**src/rtl/fp_multiply_seq.sv**
```systemverilog
// Sequential IEEE-754-style multiplier: shift-add significand product, one multiplier
// bit per clock, round-to-nearest-even, flush-to-zero, start/busy/done handshake.
module fp_multiply_seq #(
  parameter  int EXP_W = 8,
  parameter  int MAN_W = 23,
  localparam int W     = EXP_W + MAN_W + 1
) (
  input  logic         clk,
  input  logic         reset,
  input  logic         Start,
  input  logic [W-1:0] X,
  input  logic [W-1:0] Y,
  output logic         busy,
  output logic         muldone,
  output logic [W-1:0] FPP,
  output logic [3:0]   flags
);
  localparam int N  = MAN_W + 1;
  localparam int CW = $clog2(N + 1);
  localparam int EW = EXP_W + 2;
  localparam logic [EW-1:0] BIAS = EW'((2 ** (EXP_W - 1)) - 1);
  localparam logic [EW-1:0] EMAX = EW'((2 ** EXP_W) - 1);

  typedef enum logic [1:0] {IDLE, MUL, NORM, PACK} state_t;
  state_t st, nxt;

  logic             sign_q, spec_q;
  logic [W-1:0]     spec_res_q;
  logic [3:0]       spec_flg_q;
  logic [EW-1:0]    e_q;
  logic [N-1:0]     mc_q, mr_q;
  logic [2*N-1:0]   prod_q;
  logic [CW-1:0]    cnt_q;
  logic [MAN_W-1:0] frac_q;
  logic             grd_q, stk_q;

  // operand classification (exponent field 0 is treated as zero)
  logic [EXP_W-1:0] ex, ey;
  logic [MAN_W-1:0] fx, fy;
  logic x_zero, y_zero, x_inf, y_inf, x_nan, y_nan, special, sgn;
  logic [W-1:0] spec_res;
  logic [3:0]   spec_flg;

  assign ex     = X[W-2:MAN_W];
  assign ey     = Y[W-2:MAN_W];
  assign fx     = X[MAN_W-1:0];
  assign fy     = Y[MAN_W-1:0];
  assign x_zero = (ex == '0);
  assign y_zero = (ey == '0);
  assign x_inf  = (&ex) && (fx == '0);
  assign y_inf  = (&ey) && (fy == '0);
  assign x_nan  = (&ex) && (|fx);
  assign y_nan  = (&ey) && (|fy);
  assign sgn    = X[W-1] ^ Y[W-1];
  assign special = x_nan | y_nan | x_inf | y_inf | x_zero | y_zero;

  always_comb begin
    spec_res = {sgn, {(W-1){1'b0}}};
    spec_flg = 4'b0000;
    if (x_nan || y_nan || (x_zero && y_inf) || (x_inf && y_zero)) begin
      spec_res = {1'b0, {EXP_W{1'b1}}, 1'b1, {(MAN_W-1){1'b0}}};
      spec_flg = 4'b1000;
    end else if (x_inf || y_inf) begin
      spec_res = {sgn, {EXP_W{1'b1}}, {MAN_W{1'b0}}};
    end
  end

  always_ff @(posedge clk or posedge reset) begin
    if (reset) st <= IDLE;
    else       st <= nxt;
  end

  always_comb begin
    nxt = st;
    case (st)
      IDLE: if (Start) nxt = special ? PACK : MUL;
      MUL:  if (cnt_q == CW'(1)) nxt = NORM;
      NORM: nxt = PACK;
      PACK: nxt = IDLE;
      default: nxt = IDLE;
    endcase
  end

  assign busy = (st != IDLE);

  // one partial-product step: carry-out lands in the top bit, product shifts right
  logic [N:0] psum;
  assign psum = {1'b0, prod_q[2*N-1:N]} + (mr_q[0] ? {1'b0, mc_q} : {(N+1){1'b0}});

  // rounding and range check, consumed in PACK
  logic             inc;
  logic [MAN_W:0]   rsum;
  logic [EW-1:0]    e_r;
  logic             ovf, unf;
  logic [W-1:0]     res;
  logic [3:0]       res_flg;

  assign inc  = grd_q & (stk_q | frac_q[0]);
  assign rsum = {1'b0, frac_q} + {{MAN_W{1'b0}}, inc};
  assign e_r  = e_q + {{(EW-1){1'b0}}, rsum[MAN_W]};
  assign unf  = e_r[EW-1] || (e_r == '0);
  assign ovf  = !e_r[EW-1] && (e_r >= EMAX);

  always_comb begin
    res     = {sign_q, e_r[EXP_W-1:0], rsum[MAN_W-1:0]};
    res_flg = {3'b000, grd_q | stk_q};
    if (ovf) begin
      res     = {sign_q, {EXP_W{1'b1}}, {MAN_W{1'b0}}};
      res_flg = 4'b0101;
    end else if (unf) begin
      res     = {sign_q, {(W-1){1'b0}}};
      res_flg = 4'b0011;
    end
  end

  always_ff @(posedge clk or posedge reset) begin
    if (reset) begin
      sign_q <= 1'b0; spec_q <= 1'b0; spec_res_q <= '0; spec_flg_q <= '0;
      e_q <= '0; mc_q <= '0; mr_q <= '0; prod_q <= '0; cnt_q <= '0;
      frac_q <= '0; grd_q <= 1'b0; stk_q <= 1'b0;
      muldone <= 1'b0; FPP <= '0; flags <= '0;
    end else begin
      muldone <= 1'b0;
      case (st)
        IDLE: if (Start) begin
          sign_q     <= sgn;
          spec_q     <= special;
          spec_res_q <= spec_res;
          spec_flg_q <= spec_flg;
          e_q        <= {2'b00, ex} + {2'b00, ey} - BIAS;
          mc_q       <= {1'b1, fx};
          mr_q       <= {1'b1, fy};
          prod_q     <= '0;
          cnt_q      <= CW'(N);
        end
        MUL: begin
          prod_q <= {psum, prod_q[N-1:1]};
          mr_q   <= mr_q >> 1;
          cnt_q  <= cnt_q - CW'(1);
        end
        NORM: begin
          if (prod_q[2*N-1]) begin
            e_q    <= e_q + {{(EW-1){1'b0}}, 1'b1};
            frac_q <= prod_q[2*N-2:N];
            grd_q  <= prod_q[N-1];
            stk_q  <= |prod_q[N-2:0];
          end else begin
            frac_q <= prod_q[2*N-3:N-1];
            grd_q  <= prod_q[N-2];
            stk_q  <= |prod_q[N-3:0];
          end
        end
        PACK: begin
          muldone <= 1'b1;
          FPP     <= spec_q ? spec_res_q : res;
          flags   <= spec_q ? spec_flg_q : res_flg;
        end
        default: ;
      endcase
    end
  end
endmodule

```
**config.mk**
```make
export PLATFORM = sky130hd
export DESIGN_NAME = fp_multiply_seq
export DESIGN_NICKNAME = d
export VERILOG_FILES = /design/src/rtl/fp_multiply_seq.sv
export SDC_FILE = /design/constraint.sdc
export NUM_CORES = 1
export LEC_CHECK = 0
export ABC_CLOCK_PERIOD_IN_PS = 11000
export CORE_AREA = 4 4 141 177
export DETAILED_ROUTE_END_ITERATION = 8
export DIE_AREA = 0 0 145 181
export MAX_ROUTING_LAYER = met4
export PLACE_DENSITY_LB_ADDON = 0.05
export SLEW_MARGIN = 20
export SYNTH_ARGS = -nofsm -noshare
export SYNTH_HDL_FRONTEND = slang
export SYNTH_SLANG_ARGS = --single-unit
```
**constraint.sdc**
```tcl
create_clock -name clk -period 11 [get_ports clk]
set_input_delay 1.65 -clock clk [delete_from_list [all_inputs] [get_ports clk]]
set_output_delay 1.65 -clock clk [all_outputs]
set_load 0.005 [all_outputs]
```
# Word-level counts from Yosys, hierarchy flattened
# Cells that the tools add are included.
# totals
word_cells	99
output_inout_bits	38
reg_bits	213
# op_classes
n_reduce_logical	32
eq_ne	7
muxes	27
add_sub_neg	7
magnitude_cmp	1
bitwise	9
# ops
op	count
case mux 48 bit (2 select lines)	1
two-way mux 31 bit	3
OR reduction 23 bit	3
two-way mux 32 bit	2
two-way mux 24 bit	2
two-way mux 48 bit	1
case mux 24 bit (2 select lines)	1
logical NOT 23 bit	2
adder 24 x 24 -> 25 bit	1
adder 23 x 1 -> 24 bit	1
two-way mux 23 bit	1
OR reduction 22 bit	1
two-way mux 10 bit	2
case mux 10 bit (2 select lines)	1
logical NOT 8 bit	2
AND reduction 8 bit	2
adder 10 x 1 -> 10 bit	1
adder 10 x 1 -> 10 bit, second input constant	1
greater-or-equal comparator 10 x 8 -> 1 bit, second input constant	1
logical NOT 10 bit	1
case mux 5 bit (2 select lines)	1
subtractor 9 x 7 -> 10 bit, second input constant	1
adder 8 x 8 -> 9 bit	1
two-way mux 2 bit	4
20 further kinds	46

# Depth between registers and ports, before layout
# Gate-level depths: netlist of the first run.
# logic_depth
word_depth	10
mapped_depth	17
mapped_depth_nobuf	14

# Worst setup path after synthesis of the first run
# Ideal clock, no wire load.
# synth_timing
kind	input-to-reg
startpoint	in X[25]
endpoint	reg e_q[8]
setup_slack_ns	7.394
setup_ns	0.126
cell_stages	8
path_buffers	0
t_arrival_ns	3.480
cell_sequence	ha_1 -> ha_1 -> a21o_1 -> a21oi_1 -> o21ai_0 -> o41ai_1 -> xnor2_1 -> a221o_1
# synth_via
elab_chain_len	4
# synth_lines
element	line_no	text
start, declared	11	input logic [W-1:0] X,
adder 8 x 8 -> 9 bit	130	e_q <= {2'b00, ex} + {2'b00, ey} - BIAS;
subtractor 9 x 7 -> 10 bit	130	
two-way mux 10 bit	125	IDLE: if (Start) begin
case mux 10 bit (2 select lines)	124	case (st)
end signal, assigned	130	
end signal, assigned	143	e_q <= e_q + {{(EW-1){1'b0}}, 1'b1};
end, declared	30	logic [EW-1:0] e_q;
# No other way between the ends. The select of a mux whose other input is x is not followed.
# A chain may end at the register's enable or synchronous reset.

# Final worst setup path of the first run
# layout_timing
startpoint	reg frac_q[0]
endpoint	reg FPP[22]
# layout_via
elab_chain_len	9
# layout_lines
element	line_no	text
start, declared	34	logic [MAN_W-1:0] frac_q;
start signal, assigned	144	frac_q <= prod_q[2*N-2:N];
start signal, assigned	148	frac_q <= prod_q[2*N-3:N-1];
bitwise OR 1 bit	98	assign inc = grd_q & (stk_q | frac_q[0]);
bitwise AND 1 bit	98	
adder 23 x 1 -> 24 bit (*)	99	assign rsum = {1'b0, frac_q} + {{MAN_W{1'b0}}, inc};
branches (longest 4 deep; another with adder 10 x 1 -> 10 bit)	-	
two-way mux 31 bit (*)	107	if (ovf) begin
two-way mux 32 bit (*)	155	FPP <= spec_q ? spec_res_q : res;
end signal, assigned	155	
end, declared	15	output logic [W-1:0] FPP,
# Mark *: on every way between the ends.

==> results.tsv, run 1 <==
stage	metric	value	unit
setup_path	reg-to-reg slack, setup	7.02	ns
synthesis	Post-synth top flop	dfrtp_1	
power_and_ir_drop	maximum VDD drop	146	uV
timing	Setup Viol. Count Final	0	
power_and_ir_drop	Power Total	3.15	mW
synthesis	Syn Area/Cell	9.80	um^2
clocking	CTS tree	built	
route	drt wl/cell	16.7	um
timing	Slew Limit Fails	0	
finish	Nets	1247	
grt	gr usage total	18.9	%
setup_path	R2R Path Start	frac_q[0]	
finish	Non-Filler Instances	1432	
setup_path	RR Endpoint	FPP[22]	
die	IO Pins	105	
die	Initial Utilization	44.2	%
synthesis	post-synth top area cell	dfrtp_1	
route	Initial DRC Count	388	
timing	final hold vios	0	
clocking	worst-case clock buffer depth	2	
setup_path	critical path's top delay family	simple AND/OR/NAND/NOR gates	
placement	gpl congestion	0.874	
synthesis	ys async rst share	100	%
worst_hold_path	Hold Path End	mc_q[23]	
placement	Post-Place Cells	1400	
route	vias per cell	5.43	
power_and_ir_drop	Logic pwr share	43.5	%
clocking	H-tree level count	4	
setup_path	Critical Path AT	4.26	ns
die	core area	0.0234	mm^2
power_and_ir_drop	clock network fraction of total power	20.0	%
placement	PortBufs	104	
power_and_ir_drop	switch share	40.5	%
route	DRT Pass-1 Iters	4	
power_and_ir_drop	Sw Pwr	1.28	mW
clocking	Post-CTS Hold Buffers	0	
power_and_ir_drop	Int Pwr	1.88	mW
timing	top achievable clock speed	251	MHz
setup_path	Buf/Inv on CP	0	
synthesis	post-synthesis sequential area ratio	43.5	%
synthesis	Mapped Nets	1176	
clocking	Root Driver	clkbuf_16	
finish	area growth from synthesis to final layout	17.6	%
power_and_ir_drop	Leakage	5.32	nW
synthesis	largest cells by area after synthesis	dfrtp_1 44%, ha_1 6.2%, mux2i_1 5.0%	
grt	vias in the first global route	7776	
synthesis	Netlist Area Pre-Place	0.0103	mm^2
synthesis	Yosys top cell area share	43.5	%
finish	final core utilization	52.0	%
grt	global-route wire length before repair	39.7	mm
job	max-cap violations	0	
clocking	post_cts resized	0	
finish	most common cell after layout, fill and taps aside	dfrtp_1	
worst_hold_path	Hold Startpoint	mc_q[23]	
die	site row count	63	
timing	worst setup skew after layout	0.0137	ns
finish	Antenna diodes	0	
setup_path	Setup CP Type	reg2reg	
timing	Final WS setup	7.02	ns
setup_path	Slowest-stage cell, CP	or3_2	
synthesis	Yosys Warn Count	0	
synthesis	Post-synth EDFFs	0	
synthesis	flops & latches, synth	180	
placement	pre-CTS WS	6.64	ns
setup_path	Worst path most repeated cell	ha_1	
timing	max_slew headroom	34.7	%
timing	final cycle utilization of the critical path	36.2	%
outcome	outcome	finished, final reports clean	
clocking	CTS Buf Count	17	
timing	setup TNS	0	ns
grt	antenna violations before repair	0	
die	die width	145	um
clocking	clk sink count	180	
setup_path	Required @ worst endpoint	11.28	ns
setup_path	cell chain of the critical path	o21a_1, ha_1, nand3_1, nor2_1, and3_1, and3_1, ha_1, ha_1, and4_4, nand2_1, xor2_1, o41ai_2, or3_2, o221ai_1	
clocking	Post CTS Setup Buffer Count	0	
route	DRC	0	
finish	layout cells sized above 1	8.60	%
setup_path	Largest stage delay, worst path	0.59	ns
synthesis	Post-Syn Instances	1056	
timing	Final min period	3.98	ns
setup_path	CP max FO	23	
setup_path	CP Launch Type	flop	
clocking	Clock Latency Late Sink	0.44	ns
grt	grt ovf	0	
timing	Slew @ Worst Pin	0.980	ns
route	Routed Antenna Nets	0	
synthesis	Synth cell types	65	
route	Post-Route WL	23.9	mm
route	DR vias	7782	
setup_path	path depth of the worst reg2reg path	14	
worst_hold_path	Worst Hold Class	reg2reg	
die	Die Area	0.0262	mm^2
placement	dpl hpwl	17.4	mm
grt	pin count of the biggest net entering global routing	106	
power_and_ir_drop	pwr dens	259	mW/mm^2
finish	most frequent cells in the layout	180 x dfrtp_1, 104 x clkdlybuf4s50_1, 97 x nand2_1, 69 x o21ai_0, 63 x a21oi_1	
power_and_ir_drop	Flop pwr share	36.5	%
worst_hold_path	Hold Path Cell Cnt	1	
timing	RSZ-0062 raised after global routing	false	
die	die height	181	um
clocking	CTS clk-pin slew, worst paths	0.08	ns
setup_path	Worst setup EP type	flop	
==> how the worst max path moves through the flow <==
stage | from | end | cells past startpoint
after floorplan | reset | FPP[0] | 1
final | frac_q[0] | FPP[22] | 14
after global routing | frac_q[0] | FPP[22] | 14
after CTS | frac_q[0] | FPP[22] | 14
after detailed placement | frac_q[0] | FPP[22] | 14
after global placement | frac_q[0] | FPP[22] | 14
==> cells in the mapped netlist (all sizes together), types with 7 or more instances <==
library cell	instances
inv	58
o22ai	25
dfrtp	180
o21ai	71
xor2	33
nand4	18
buf	18
o31ai	9
o221ai	7
nor2b	8
and3	18
xnor2	20
nor3	12
ha	51
nor4	20
o21a	7
a21o	16
nor2	54
and2	30
a31oi	8
a21oi	63
nand2	97
mux2i	52
mux2	25
clkbuf	42
nand3	27
a22o	27
==> power by group through the flow <==
stage | registers, mW | logic, mW | clock network, mW
2_1_floorplan | 1.08 | 1.06 | 0
4_1_cts | 1.16 | 1.39 | 0.649
3_5_place_dp | 1.17 | 1.38 | 0
5_1_grt | 1.19 | 1.55 | 0.676
6_report | 1.15 | 1.37 | 0.631
3_3_place_gp | 1.16 | 1.37 | 0
==> flip-flops by register name (all words and copies together) (netlist names), 2 cells and up <==
signal / flops
e_q: 10
flags: 4
st: 2
FPP: 32
cnt_q: 5
prod_q: 48
mc_q: 24
frac_q: 23
spec_res_q: 3
mr_q: 24
==> layout make-up <==
| cell class | count | area [um^2] |
|---|---|---|
| Clock buffer | 17 | 425 |
| Clock inverter | 15 | 199 |
| Fill cell | 2217 | 11200 |
| Inverter | 58 | 225 |
| Multi-Input combinational cell | 758 | 5350 |
| Sequential cell | 180 | 4500 |
| Tap cell | 292 | 365 |
| Timing Repair Buffer | 112 | 1100 |
==> kinds of logic after synthesis <==
kind of cell	synth area share (%)
xor+xnor	4.49
flops	43.5
buf+inv	4.93
compound gates	17.9
fa+ha+maj	6.55
mux	7.75
simple gates	14.8
==> per-stage QoR <==
| step | hold WS [ns] | instance area (um^2) |
|---|---|---|
| after floorplan | 0.425 | 10300 |
| after global placement | 0.444 | 11500 |
| after detailed placement | 0.450 | 11500 |
| after CTS | 0.469 | 12200 |
| after global routing | 0.496 | 12200 |
| final | 0.459 | 12200 |
==> metal layers <==
layer | GRT usage [%] | part of all wire [%] | vias up
li1 | - | - | 3955
met1 | 25.7 | 49 | 3690
met2 | 29.7 | 47 | 121
met3 | 3.14 | 3.0 | 16
met4 | 4.60 | 1.1 | 0
met5 | - | 0 | -
==> worst register-to-register path, delay by kind of cell, from the launching register on <==
family / cells / cell delay [ns]
xor gates and xnor gates: 1 / 0.19
DFF: 1 / 0.38
AOI/OAI and AO/OA: 3 / 0.80
and+or+nand+nor: 7 / 1.84
adders and majority gates: 3 / 0.61
Power figures use the tool's default switching activity.
==> run 2: changes to the inputs <==
- ABC_CLOCK_PERIOD_IN_PS: 11000 -> 4100
- clock period: 11 -> 4.1 ns (I/O delays scaled with it)
==> run 2 against run 1 <==
Against the previous run:
- core utilization rose by 0.38 points
- die area unchanged
- cell area rose by 0.74%
- critical path depth grew 1
- clock power grew to 2.6 times the previous value
- total power grew to 2.7 times the previous value
- combinational power rose to 2.8 times the previous value
- final cell count increased by 0.63%
- critical endpoint unchanged
- largest cell class unchanged
==> results.tsv, run 2 (synthesis results as in run 1) <==
stage	metric	value	unit
route	Routed Antenna Nets	0	
setup_path	Worst setup EP type	flop	
setup_path	Critical Path AT	3.82	ns
route	DR vias	7796	
clocking	Clock Latency Late Sink	0.44	ns
timing	final hold vios	0	
finish	area growth from synthesis to final layout	18.5	%
finish	post-route cell area	0.0123	mm^2
clocking	CTS Buf Count	17	
finish	most common cell after layout, fill and taps aside	dfrtp_1	
power_and_ir_drop	maximum VDD drop	336	uV
timing	top achievable clock speed	283	MHz
finish	most frequent cells in the layout	180 x dfrtp_1, 104 x clkdlybuf4s50_1, 97 x nand2_1, 69 x o21ai_0, 63 x a21oi_1	
worst_hold_path	Worst Hold Class	reg2reg	
die	die width	145	um
clocking	worst-case clock buffer depth	2	
clocking	H-tree level count	4	
clocking	post_cts resized	0	
timing	worst setup skew after layout	0.0157	ns
route	uppermost layer routed	met4	
route	M1 WL	11.5	mm
finish	max reg flops	48	
finish	Antenna diodes	0	
power_and_ir_drop	Power Total	8.47	mW
power_and_ir_drop	Leakage	5.36	nW
grt	antenna violations before repair	0	
die	core area	0.0234	mm^2
route	Post-Route WL	23.6	mm
finish	Biggest register	prod_q	
route	DRC	0	
timing	max_slew headroom	39.2	%
job	max-cap violations	0	
clocking	Post CTS Setup Buffer Count	0	
setup_path	Setup CP Type	reg2reg	
timing	Slew @ Worst Pin	0.910	ns
setup_path	CP Launch Type	flop	
die	IO Pins	105	
timing	Setup Viol. Count Final	0	
setup_path	CP max FO	23	
grt	grt ovf	0	
timing	final cycle utilization of the critical path	86.2	%
die	Initial Utilization	44.2	%
finish	final core utilization	52.4	%
outcome	outcome	finished, final reports clean	
route	routed wl met2	11.0	mm
placement	instance area at placement	0.0117	mm^2
placement	dpl hpwl	17.8	mm
route	drt wl/cell	16.3	um
placement	gpl congestion	0.953	
grt	vias in the first global route	7910	
power_and_ir_drop	pwr dens	690	mW/mm^2
placement	PortBufs	104	
grt	gr usage total	18.9	%
clocking	CTS tree	built	
finish	layout cells sized above 1	9.23	%
finish	top flop regs	prod_q x48, FPP x32	
timing	Slew Limit Fails	0	
timing	Final min period	3.53	ns
finish	Nets	1256	
clocking	clk sink count	180	
route	DRT Pass-1 Iters	5	
die	die height	181	um
timing	RSZ-0062 raised after global routing	false	
route	vias per cell	5.41	
die	Die Area	0.0262	mm^2
route	Initial DRC Count	466	
die	site row count	63	
grt	pin count of the biggest net entering global routing	53	
clocking	Root Driver	clkbuf_16	
clocking	CTS clk-pin slew, worst paths	0.07	ns
route	met3 routed WL	697	um
setup_path	Required @ worst endpoint	4.39	ns
clocking	Post-CTS Hold Buffers	0	
grt	global-route wire length before repair	40.1	mm
timing	setup TNS	0	ns
==> run 2: path summary, 6_finish.rpt <==
| kind | to | start | cells after the start | slack, ns |
|---|---|---|---|---|
| max | FPP[22] | frac_q[0] | 15 | 0.57 |
| min | mc_q[23] | mc_q[23] | 1 | 0.48 |
| max reg2reg | FPP[22] | frac_q[0] | 15 | 0.57 |
| min reg2reg | mc_q[23] | mc_q[23] | 1 | 0.48 |
| max in group asynchronous | prod_q[46] | reset | 3 | 2.63 |
| min in group asynchronous | FPP[8] | reset | 2 | 0.67 |
==> run 2: critical path, stage by stage, from the launching register on <==
cell and delay, ns:
dfrtp_1 0.37, o21a_1 0.13, ha_1 0.16, nand3_1 0.11, nor2_1 0.23, and3_1 0.25, and3_1 0.18, ha_1 0.18
ha_1 0.26, and4_4 0.26, nand2_1 0.06, xor2_1 0.18, o41ai_2 0.44, or3_1 0.23, buf_12 0.20, o221ai_1 0.14
==> run 2: through the flow <==
stage	cells	setup slack, ns	hold slack, ns
after floorplan	1056	0.724	0.425
after global placement	1409	0.574	0.451
after detailed placement	1409	0.509	0.458
after CTS	1441	0.491	0.481
after global routing	1441	0.160	0.504
final	1441	0.568	0.480
==> run 2: report_power, final <==
group	switching [mW]	internal, mW
Sequential	0.594	2.49
Clock	0.800	0.817
Combinational	2.02	1.74
==> run 2: final cells by class <==
class / count / area (um^2)
clock buffers: 17 / 425
clock inverters: 15 / 164
fillers: 2187 / 11100
inverters: 58 / 221
multi-input cells: 758 / 5350
flip-flops and latches: 180 / 4500
well taps: 292 / 365
repair buffers: 121 / 1230
==> run 2: per-layer routing <==
layer  vias to the layer above  GRT usage [%]
li1                       3966              -
met1                      3670           26.2
met2                       140           29.4
met3                        20           2.96
met4                         0           4.56
met5                         -              -
==> run 3: changes to the inputs <==
- CTS_CLUSTER_DIAMETER: default -> 50
==> results of run 3 <==
Same layout as run 2: the final DEF is identical, and so are final timing and power.
